==> src/rtl/image_ram_arbiter_if.sv <==
// Bundle of both requester ports plus the image RAM read port.
// The slave modport is the arbiter's view; master is the requesters and RAM side.
interface image_ram_arbiter_if #(
    parameter int ADDR_W = 18,
    parameter int DATA_W = 32
);
    logic              v_req;
    logic [ADDR_W-1:0] v_addr;
    logic              v_gnt;
    logic              v_rvalid;
    logic [DATA_W-1:0] v_rdata;
    logic              c_req;
    logic [ADDR_W-1:0] c_addr;
    logic              c_gnt;
    logic              c_rvalid;
    logic [DATA_W-1:0] c_rdata;
    logic              c_err;
    logic [ADDR_W-1:0] ram_addr;
    logic [DATA_W-1:0] ram_pixel;

    // req is a level held until gnt; the read is accepted in the cycle gnt is
    // high, and its data appears exactly two cycles later with rvalid.
    modport slave (
        input  v_req, v_addr, c_req, c_addr, ram_pixel,
        output v_gnt, v_rvalid, v_rdata, c_gnt, c_rvalid, c_rdata, c_err, ram_addr
    );

    modport master (
        output v_req, v_addr, c_req, c_addr, ram_pixel,
        input  v_gnt, v_rvalid, v_rdata, c_gnt, c_rvalid, c_rdata, c_err, ram_addr
    );
endinterface

==> src/rtl/image_ram_arbiter.sv <==
// Shares the image RAM read port between the VGA fetcher (V, priority) and the CPU (C),
// with a starvation counter that forces a C grant, and a 2-stage return tag pipeline.
module image_ram_arbiter #(
    parameter int ADDR_W       = 18,
    parameter int DATA_W       = 32,
    parameter int DEPTH        = 45501,
    parameter int CPU_MAX_WAIT = 8,
    parameter int WAIT_W       = $clog2(CPU_MAX_WAIT + 1)
) (
    input  logic              clk,
    input  logic              rst,
    image_ram_arbiter_if.slave bus,
    output logic [WAIT_W-1:0] dbg_wait_cnt
);

    typedef struct packed {
        logic vld;
        logic is_c;
        logic oor;
    } tag_t;

    localparam logic [ADDR_W:0]   DEPTH_X  = DEPTH[ADDR_W:0];
    localparam logic [WAIT_W-1:0] WAIT_MAX = CPU_MAX_WAIT[WAIT_W-1:0];

    logic [WAIT_W-1:0] wait_cnt;
    tag_t              stage1;
    tag_t              stage2;
    logic              force_c;
    logic              v_gnt_i;
    logic              c_gnt_i;
    logic [ADDR_W-1:0] gnt_addr;
    logic              gnt_oor;
    logic [DATA_W-1:0] ret_data;

    always_comb begin
        force_c  = (wait_cnt == WAIT_MAX);
        c_gnt_i  = bus.c_req & (force_c | ~bus.v_req);
        v_gnt_i  = bus.v_req & ~c_gnt_i;
        gnt_addr = c_gnt_i ? bus.c_addr : bus.v_addr;
        gnt_oor  = ({1'b0, gnt_addr} >= DEPTH_X);
    end

    always_ff @(posedge clk or posedge rst) begin
        if (rst) begin
            wait_cnt     <= '0;
            bus.ram_addr <= '0;
            stage1       <= '0;
            stage2       <= '0;
        end else begin
            // Counts consecutive denied C cycles; any C grant or idle C resets it.
            if (bus.c_req && !c_gnt_i) begin
                if (wait_cnt != WAIT_MAX) wait_cnt <= wait_cnt + 1'b1;
            end else begin
                wait_cnt <= '0;
            end
            if (v_gnt_i || c_gnt_i) bus.ram_addr <= gnt_addr;
            stage1 <= '{vld: v_gnt_i | c_gnt_i, is_c: c_gnt_i, oor: gnt_oor};
            stage2 <= stage1;
        end
    end

    // stage2 lines up with the RAM's registered output for the same read.
    assign ret_data     = stage2.oor ? '0 : bus.ram_pixel;
    assign bus.v_gnt    = v_gnt_i;
    assign bus.c_gnt    = c_gnt_i;
    assign bus.v_rvalid = stage2.vld & ~stage2.is_c;
    assign bus.c_rvalid = stage2.vld & stage2.is_c;
    assign bus.v_rdata  = bus.v_rvalid ? ret_data : '0;
    assign bus.c_rdata  = bus.c_rvalid ? ret_data : '0;
    assign bus.c_err    = bus.c_rvalid & stage2.oor;
    assign dbg_wait_cnt = wait_cnt;

endmodule

==> src/flat_wrapper.sv <==
// flat-port wrapper written by rule: the top's interface ports become plain ports
module image_ram_arbiter_flat 
#(
    parameter int ADDR_W       = 18,
    parameter int DATA_W       = 32,
    parameter int DEPTH        = 45501,
    parameter int CPU_MAX_WAIT = 8,
    parameter int WAIT_W       = $clog2(CPU_MAX_WAIT + 1)
)
  (clk, rst, dbg_wait_cnt, bus_v_req, bus_v_addr, bus_c_req, bus_c_addr, bus_ram_pixel, bus_v_gnt, bus_v_rvalid, bus_v_rdata, bus_c_gnt, bus_c_rvalid, bus_c_rdata, bus_c_err, bus_ram_addr);
  image_ram_arbiter_if #(.ADDR_W(ADDR_W), .DATA_W(DATA_W)) bus_i ();
  input  logic clk;
  input  logic rst;
  output logic [WAIT_W-1:0] dbg_wait_cnt;
  input wire logic [$bits(bus_i.v_req)-1:0] bus_v_req;
  input wire logic [$bits(bus_i.v_addr)-1:0] bus_v_addr;
  input wire logic [$bits(bus_i.c_req)-1:0] bus_c_req;
  input wire logic [$bits(bus_i.c_addr)-1:0] bus_c_addr;
  input wire logic [$bits(bus_i.ram_pixel)-1:0] bus_ram_pixel;
  output wire logic [$bits(bus_i.v_gnt)-1:0] bus_v_gnt;
  output wire logic [$bits(bus_i.v_rvalid)-1:0] bus_v_rvalid;
  output wire logic [$bits(bus_i.v_rdata)-1:0] bus_v_rdata;
  output wire logic [$bits(bus_i.c_gnt)-1:0] bus_c_gnt;
  output wire logic [$bits(bus_i.c_rvalid)-1:0] bus_c_rvalid;
  output wire logic [$bits(bus_i.c_rdata)-1:0] bus_c_rdata;
  output wire logic [$bits(bus_i.c_err)-1:0] bus_c_err;
  output wire logic [$bits(bus_i.ram_addr)-1:0] bus_ram_addr;
  assign bus_i.v_req = bus_v_req;
  assign bus_i.v_addr = bus_v_addr;
  assign bus_i.c_req = bus_c_req;
  assign bus_i.c_addr = bus_c_addr;
  assign bus_i.ram_pixel = bus_ram_pixel;
  assign bus_v_gnt = bus_i.v_gnt;
  assign bus_v_rvalid = bus_i.v_rvalid;
  assign bus_v_rdata = bus_i.v_rdata;
  assign bus_c_gnt = bus_i.c_gnt;
  assign bus_c_rvalid = bus_i.c_rvalid;
  assign bus_c_rdata = bus_i.c_rdata;
  assign bus_c_err = bus_i.c_err;
  assign bus_ram_addr = bus_i.ram_addr;
  image_ram_arbiter #(.ADDR_W(ADDR_W), .DATA_W(DATA_W), .DEPTH(DEPTH), .CPU_MAX_WAIT(CPU_MAX_WAIT), .WAIT_W(WAIT_W)) u_core (.clk(clk), .rst(rst), .bus(bus_i), .dbg_wait_cnt(dbg_wait_cnt));
endmodule
==> config.mk <==
export PLATFORM = sky130hd
export DESIGN_NAME = image_ram_arbiter_flat
export DESIGN_NICKNAME = d
export VERILOG_FILES = /design/src/rtl/image_ram_arbiter_if.sv /design/src/rtl/image_ram_arbiter.sv /design/src/flat_wrapper.sv
export SDC_FILE = /design/constraint.sdc
export NUM_CORES = 1
export LEC_CHECK = 0
export ABC_AREA = 1
export CORE_ASPECT_RATIO = 0.6
export CORE_MARGIN = 2
export CORE_UTILIZATION = 36
export DETAILED_ROUTE_END_ITERATION = 6
export GPL_TIMING_DRIVEN = 0
export MAX_ROUTING_LAYER = met4
export PLACE_DENSITY_LB_ADDON = 0.2
export SLEW_MARGIN = 0
export SYNTH_ARGS = -nofsm -noshare
export SYNTH_HDL_FRONTEND = slang
export SYNTH_SLANG_ARGS = --single-unit
==> constraint.sdc <==
create_clock -name clk -period 4.3 [get_ports clk]
set_input_delay 0.86 -clock clk [delete_from_list [all_inputs] [get_ports clk]]
set_output_delay 0.86 -clock clk [all_outputs]
set_load 0.05 [all_outputs]
Word level (Yosys, flattened, before mapping). Index checks and enable logic that the tools add are counted.

Register bits: 28. Logic and storage cells: 32. Output and inout port bits: 91.

Bitwise operators: 10. Equality and inequality tests: 3. Add/subtract/negate cells: 1. Order comparisons: 1. Reductions and logical operators: 3. Mux-type cells: 6.

Operators with widths (number): 32-bit 2-to-1 mux (3); 18-bit by 16-bit greater-or-equal comparator with 1-bit output (second input constant) (1); 18-bit 2-to-1 mux (1); 4-bit 2-to-1 mux (2); 1-bit AND (5); 4-bit by 1-bit adder with 4-bit output (second input constant) (1); 4-bit == test (second input constant) (1); 4-bit inequality test (second input constant) (1); 1-bit inverter (3); 2-bit inequality test (second input constant) (1); 1-bit bitwise OR (2); 1-bit logical AND (1); 1-bit logical NOT (1); 1-bit logical OR (1).

Logic depth before layout (Yosys ltp).
Depth in word-level cells: 6. Gate-level depth with buffers: 15. Mapped depth without buffers: 14.

Worst setup path before layout. OpenSTA, ideal clock, no wires.

Kind: reg2out. From: register u_core.stage2[1] (netlist bit). To: output port bus_v_rdata[10]. Data arrival time: 2.560 ns. Setup slack: 0.880 ns. Cell stages (with the launch flop): 5. Required time: 3.440 ns. Path through: dfrtp_1 -> nor2_1 -> inv_1 -> clkbuf_1 -> nor3_1.

Word-level cells in the longest chain between the ends: 3.

RTL lines: start: declaration (line image_ram_arbiter.sv:27) `tag_t stage2;`; start signal: assignment (line image_ram_arbiter.sv:58) `stage2 <= stage1;`; 1-bit inverter (line image_ram_arbiter.sv:66) `assign bus.v_rvalid = stage2.vld & ~stage2.is_c;`; 1-bit AND (line image_ram_arbiter.sv:66); named net bus_v_rvalid (line flat_wrapper.sv:21) `output wire logic [$bits(bus_i.v_rvalid)-1:0] bus_v_rvalid;`; 32-bit 2-to-1 mux (line image_ram_arbiter.sv:68) `assign bus.v_rdata = bus.v_rvalid ? ret_data : '0;`; end: declaration (line flat_wrapper.sv:22) `output wire logic [$bits(bus_i.v_rdata)-1:0] bus_v_rdata;`.

The timed path passes the listed nets, and every way through them passes these cells.

Worst setup path in the final report.
From: input port bus_v_req. To: output port bus_v_gnt.

Word-level cells in the longest chain between the ends: 5.

RTL lines: start: declaration (line flat_wrapper.sv:15) `input wire logic [$bits(bus_i.v_req)-1:0] bus_v_req;`; 1-bit inverter (line image_ram_arbiter.sv:37) `c_gnt_i = bus.c_req & (force_c | ~bus.v_req);`; 1-bit bitwise OR (line image_ram_arbiter.sv:37); 1-bit AND (line image_ram_arbiter.sv:37); 1-bit inverter (line image_ram_arbiter.sv:38) `v_gnt_i = bus.v_req & ~c_gnt_i;`; 1-bit AND (*) (line image_ram_arbiter.sv:38); end: declaration (line flat_wrapper.sv:20) `output wire logic [$bits(bus_i.v_gnt)-1:0] bus_v_gnt;`.

Every way passes the cells marked *; elsewhere a longest branch is shown, timed or not.

==> flow_summary_export.csv <==
group,metric,value,unit
status,outcome,"finished clean",
sta,maxClockFrequency,269,MHz
sta,maxSlewViolCount,0,
placement,placed_cells,565,
sta,worst_pin_slew,1.05,ns
drt,vias,2619,
placement,io_buffer_count,162,
sta,rsz0062_at_grt,"no",
clock_network,numCtsBuffers,3,
sta,relSlewSlack,29.9,%
clock_network,cts_max_level,1,
clock_network,cts_tree,"yes",
synthesis,avgSynthCellArea,6.38,um^2
synthesis,yosys_warnings,0,
setup_path,r2r_start,"u_core.dbg_wait_cnt[0]",
placement,place_congestion,0.842,
global_routing,grt_pass1_vias,2470,
power_and_ir_drop,p_per_area,228,nW/um^2
die,die_h,62.6,um
die,die_area,6370,um^2
synthesis,synth_edf_count,0,
setup_path,r2r_setup_slack,2.48,ns
die,die_x,102,um
setup_path,r2r_end,"u_core.stage1[0]",
synthesis,syn_area,2060,um^2
die,core_area,5540,um^2
synthesis,async_flop_share,100,%
clock_network,clk_pin_slew,0.09,ns
worst_hold_path,whs_endpoint,"u_core.stage2[0]",
cells_and_area,areaGrowthSynthToFinish,86.2,%
setup_path,critPathMaxFanout,10,
synthesis,yosysMostFrequentCell,"nand2_1",
synthesis,synth-seq-cells,28,
sta,finClkSkew,0.00463,ns
global_routing,antenna_found_initial,0,
drt,routed_wl,7.27,mm
clock_network,postCtsSetupRepairBufs,0,
cells_and_area,multi_input_area,998,um^2
sta,setup_viol,0,
clock_network,clock-sinks,28,
cells_and_area,fillers,485,
sta,hold_viol_final,0,
global_routing,grtUsageTotal,23.5,%
run,drv_cap,0,
synthesis,synth_nets,397,
cells_and_area,antennaDiodeCount,0,
clock_network,clk_latency,0.27,ns
cells_and_area,seqCellArea,701,um^2
drt,via_per_inst,4.60,
setup_path,required,3.44,ns
drt,dr.pass1.iters,4,
power_and_ir_drop,peakVddDrop,0.184,mV
sta,setup_tns,0,ns
synthesis,yosysTopAreaCell,"dfrtp_1",
clock_network,cts_resized,0,
synthesis,yosysSeqAreaShare,34.0,%
sta,fin_crit_sh,86.5,%
die,num_rows,21,
global_routing,grt_max_degree,29,
placement,hpwlAfterDp,6.03,mm
clock_network,cts_root_buf,"clkbuf_8",
cells_and_area,final_cells,569,
cells_and_area,finalNetCount,564,
setup_path,worstRegToRegCells,14,
sta,fin_ws,0.579,ns
synthesis,synth_cell_type_count,24,
synthesis,yosysTopAreaCellShare,34.0,%
sta,layout_min_cycle_time,3.72,ns
cells_and_area,layout-drive-gt1-share,3.48,%
setup_path,path_class,"in -> out",
drt,drc_errors,0,
worst_hold_path,min_from,"u_core.stage1[0]",
synthesis,ys_top_cells_by_area,"dfrtp_1, nor3_1, nand2_1",
clock_network,cts_buffer_depth,2,
global_routing,grt_first_pass_wirelength,11.9,mm
synthesis,synth-main-ff-cell,"dfrtp_1",
power_and_ir_drop,finalPower,0.000877,W
worst_hold_path,hp-class,"reg -> reg",
die,io_pins,163,
synthesis,yosys-top-cells-count,"nand2_1, nor3_1, inv_1, dfrtp_1",
die,start_util,37.2,%
synthesis,netlist_instances,323,
clock_network,cts_hold_buffers,0,
drt,wire_per_inst,12.8,um
drt,drt_iter0_drc,78,
setup_path,cp-end-kind,"output port",
global_routing,grt_remaining_overflow,0,
worst_hold_path,min_delay_path_depth,0,
power_and_ir_drop,p_leak,1.72,nW
setup_path,start_kind,"primary input",
placement,place_ws,0.591,ns
setup_path,arrival,2.86,ns
drt,final_antenna_net_count,0,
sequential cells by signal, indices dropped and copies added, names as in the netlist:
name,cells
u_core.stage2,3
u_core.stage1,3
u_core.bus.ram_addr,18
u_core.dbg_wait_cnt,4
through the flow:
stage               util [%]  hold slack, ns  instance area, um^2
finish                  69.2           0.360                 3840
global route            69.2           0.365                 3840
CTS                     69.2           0.363                 3840
detailed placement      68.2           0.341                 3780
global placement        68.2           0.337                 3780
floorplan                  -           0.331                 2060
cell usage in the layout, fill, tap and decap left out:
cell,count
clkdlybuf4s50_1,162
nand2_1,70
nor3_1,64
inv_1,63
dfrtp_1,28
nor2_1,18
o21ai_0,18
nand3_1,16
clkbuf_1,15
nand3b_1,9
clkbuf_8,4
nand2_2,3
inv_2,2
buf_6,2
buf_4,2
mux2i_1,2
ha_1,2
nand3_2,1
buf_2,1
xnor2_1,1
buf_8,1
buf_1,1
nand4_1,1
nor2_2,1
xor2_1,1
a31oi_1,1
worst max path at each step:
stage	depth (start not counted)	from	end	slack, ns
after floorplan	4	u_core.stage2[1]	bus_v_rdata[10]	0.88
after global placement	7	bus_v_req	bus_v_gnt	0.63
after detailed placement	7	bus_v_req	bus_v_gnt	0.59
after CTS	7	bus_v_req	bus_v_gnt	0.59
after global routing	7	bus_v_req	bus_v_gnt	0.46
final	7	bus_v_req	bus_v_gnt	0.58
kinds of logic (layout without fill, tap and decap cells):
kind of cell	count (synthesis)	count (layout)	share of synthesized area, %
fa+ha+maj	2	2	1.21
compound gates	19	19	4.68
flops	28	28	34.0
buf+inv	87	253	17.5
xor+xnor	2	2	0.850
mux	2	2	0.972
simple gates	183	183	40.7
cell type report:
type	count	share of cell area [%]
Tap cell	80	2.61
Buffer	22	3.06
Sequential cell	28	18.3
Inverter	65	6.36
Timing Repair Buffer	162	42.3
Multi-Input combinational cell	208	26.0
Clock buffer	4	1.43
report_power, final:
group	internal, W	total, W	switching [W]
combinational	0.000158	0.000418	0.000260
clock	0.0000819	0.000160	0.0000781
sequential	0.000286	0.000299	0.0000134
total	0.000525	0.000877	0.000352
worst max-delay path, stage by stage:
cell and delay [ns]:
clkdlybuf4s50_1 0.56, nand2_2 0.10, nand2_2 0.13, buf_4 0.21, inv_1 0.10, nor2_1 0.10, clkdlybuf4s50_1 0.81
per-layer routing:
metal	GRT usage (%)	wire length (um)
met2	36.9	3210
met3	5.15	517
met5	-	0
met1	32.0	3450
met4	3.21	90
Note: power is estimated with default switching activity, not from simulation.
==> variant: new RTL, config.mk and constraints unchanged <==
`CPU_MAX_WAIT` is set to 8 in 2 places; all go to 16.
--- a/src/rtl/image_ram_arbiter.sv
+++ b/src/rtl/image_ram_arbiter.sv
@@ -4,7 +4,7 @@
     parameter int ADDR_W       = 18,
     parameter int DATA_W       = 32,
     parameter int DEPTH        = 45501,
-    parameter int CPU_MAX_WAIT = 8,
+    parameter int CPU_MAX_WAIT = 16,
     parameter int WAIT_W       = $clog2(CPU_MAX_WAIT + 1)
 ) (
     input  logic              clk,
--- a/src/flat_wrapper.sv
+++ b/src/flat_wrapper.sv
@@ -4,7 +4,7 @@
     parameter int ADDR_W       = 18,
     parameter int DATA_W       = 32,
     parameter int DEPTH        = 45501,
-    parameter int CPU_MAX_WAIT = 8,
+    parameter int CPU_MAX_WAIT = 16,
     parameter int WAIT_W       = $clog2(CPU_MAX_WAIT + 1)
 )
   (clk, rst, dbg_wait_cnt, bus_v_req, bus_v_addr, bus_c_req, bus_c_addr, bus_ram_pixel, bus_v_gnt, bus_v_rvalid, bus_v_rdata, bus_c_gnt, bus_c_rvalid, bus_c_rdata, bus_c_err, bus_ram_addr);
Interface: changed (resized dbg_wait_cnt); port bits go from 163 to 164. The function was not compared with the original's and may differ.
==> variant against the unedited design <==
Sequential cell count increased by 1. Final area increased by 3.1%. Worst setup slack improved by 0.0046 ns. Wire length increased by 6.2%. Die area increased by 2.2%. Synthesized area increased by 2.3%. Power increased by 16%. Count of clock-buffer cells in the layout increased by 3.
==> variant: results (changes against the unedited design) <==
stage,metric,value,unit,change
synth,ys_top_cells_by_count,"nand2_1 (74), inv_1 (66), nor3_1 (65)",,"was nand2_1 (70), nor3_1 (64), inv_1 (63)"
critical_path,crit_family,buffers and inverters,,unchanged
placed_design,dp_hpwl,6.450,mm,was 6.028 mm
finish,drive_gt1_share,3.386,%,was 3.476%
power_and_ir_drop,ir_drop,0.1343,mV,was 0.1841 mV
sta,whs,0.3478,ns,was 0.3597 ns
global_routing,first_global_vias,2644,,was 2470
sta,fin_crit_sh,86.43,%,was 86.54%
drt,route.detailed.drc,0,,unchanged
critical_path,crit_fanout,10,,unchanged
critical_path,cpMaxStageDelayCell,clkdlybuf4s50_1,,unchanged
synth,synth_area_leaders,"dfrtp_1 (34%), nor3_1 (15%), nand2_1 (13%)",,"was dfrtp_1 (34%), nor3_1 (16%), nand2_1 (13%)"
global_routing,grt_util_met3,4.661,%,was 5.145%
drt,drtIter0Drc,120,,was 78
global_routing,grt_pass1_wl,12.66,mm,was 11.85 mm
cts,cts_made_buffers,5,,was 3
synth,yosysSeqAreaShare,34.42,%,was 34.00%
finish,largest_register,u_core.bus.ram_addr,,unchanged
finish,n_antenna_cell,0,,unchanged
cts,clockBufferDepth,2,,unchanged
synth,synth_cell_types,20,,was 24
finish,nets,575,,was 564
global_routing,grt_start_max_net_pins,30,,was 29
cts,cts_max_level,2,,was 1
global_routing,met1_usage,32.94,%,was 32.04%
cts,cts_setup_buffers,0,,unchanged
synth,yosys_warnings,0,,unchanged
run_status,status,"finished, final reports clean",,unchanged
placed_design,place.gp.congestion,0.8449,,was 0.8420
critical_path,r2r_slack,2.37,ns,was 2.48 ns
global_routing,antenna_found_initial,0,,unchanged
drt,vias_per_cell,4.677,,was 4.603
synth,synth_flop_cell,dfrtp_1,,unchanged
drt,wl_per_cell,13.27,microns,was 12.78 microns
drt,dr.pass1.iters,4,,unchanged
critical_path,crit_arrival,2.86,ns,about the same
global_routing,grt_use_met2,39.95,%,was 36.92%
cts,ctsRootBufferMaster,clkbuf_8,,unchanged
finish,largest_reg_flops,18,,unchanged
synth,async_flop_share,100.0,%,unchanged
sta,maxSlewHeadroom,24.64,%,was 29.94%
placed_design,port_buffers,163,,was 162
critical_path,cpPeakStageDelay,0.80,ns,
synth,syn-num-nets,405,,was 397
sta,clock_skew,0.009107,ns,was 0.004631 ns
global_routing,grtUsageTotal,25.07,%,was 23.55%
cts,path_clk_slew,0.06,ns,was 0.09 ns
placed_design,place_ws,0.6024,ns,was 0.5911 ns
finish,fillers,511,,was 485
power_and_ir_drop,leakage,1.794,nW,was 1.723 nW
## variant: layout make-up
cell class | instances | share of cell area [%]
Buffer | 22 | 2.941
Clock buffer | 7 | 2.182
Clock inverter | 1 | 0.7590
Inverter | 66 | 6.262
Multi-Input combinational cell | 214 | 25.74
Sequential cell | 29 | 18.34
Tap cell | 80 | 2.530
Timing Repair Buffer | 163 | 41.24
## variant: layer usage
layer	vias up	wire (microns)
met5	-	0
met4	0	83
met3	8	571
met2	94	3620
met1	1244	3448
li1	1376	-
## variant: stage by stage
step           instances  cell area [sq um]  util, %
4_1_cts              582               3956    70.36
5_1_grt              582               3956    70.36
3_3_place_gp         574               3840    68.29
2_1_floorplan        331               2108        -
6_report             582               3956    70.36
3_5_place_dp         574               3840    68.29
## variant: cells by family (layout without fill, tap and decap cells)
| family | count (synthesis) | after routing | share of synthesized area (%) |
|---|---|---|---|
| AOI/OAI and AO/OA | 19 | 19 | 4.570 |
| xor gates and xnor gates | 2 | 2 | 0.8310 |
| adders and majority gates | 2 | 2 | 1.187 |
| buffers and inverters | 88 | 259 | 17.27 |
| DFF | 29 | 29 | 34.42 |
| muxes | 2 | 2 | 0.9496 |
| and+or+nand+nor | 189 | 189 | 40.77 |
## variant: worst paths after layout
path,endpoint,cells past startpoint,from
worst min register to register,u_core.stage2[2],0,u_core.stage1[2]
worst max-delay path,bus_v_gnt,7,bus_v_req
worst min-delay path,u_core.stage2[2],0,u_core.stage1[2]
min in group asynchronous,u_core.bus.ram_addr[2],2,rst
worst max register to register,u_core.stage1[0],12,u_core.dbg_wait_cnt[0]
max in group asynchronous,u_core.bus.ram_addr[10],2,rst
## variant: where the power goes
part           internal [mW]  switching (mW)
Clock                  0.189           0.104
Sequential             0.295          0.0125
Combinational          0.157           0.262
Total                  0.642           0.378
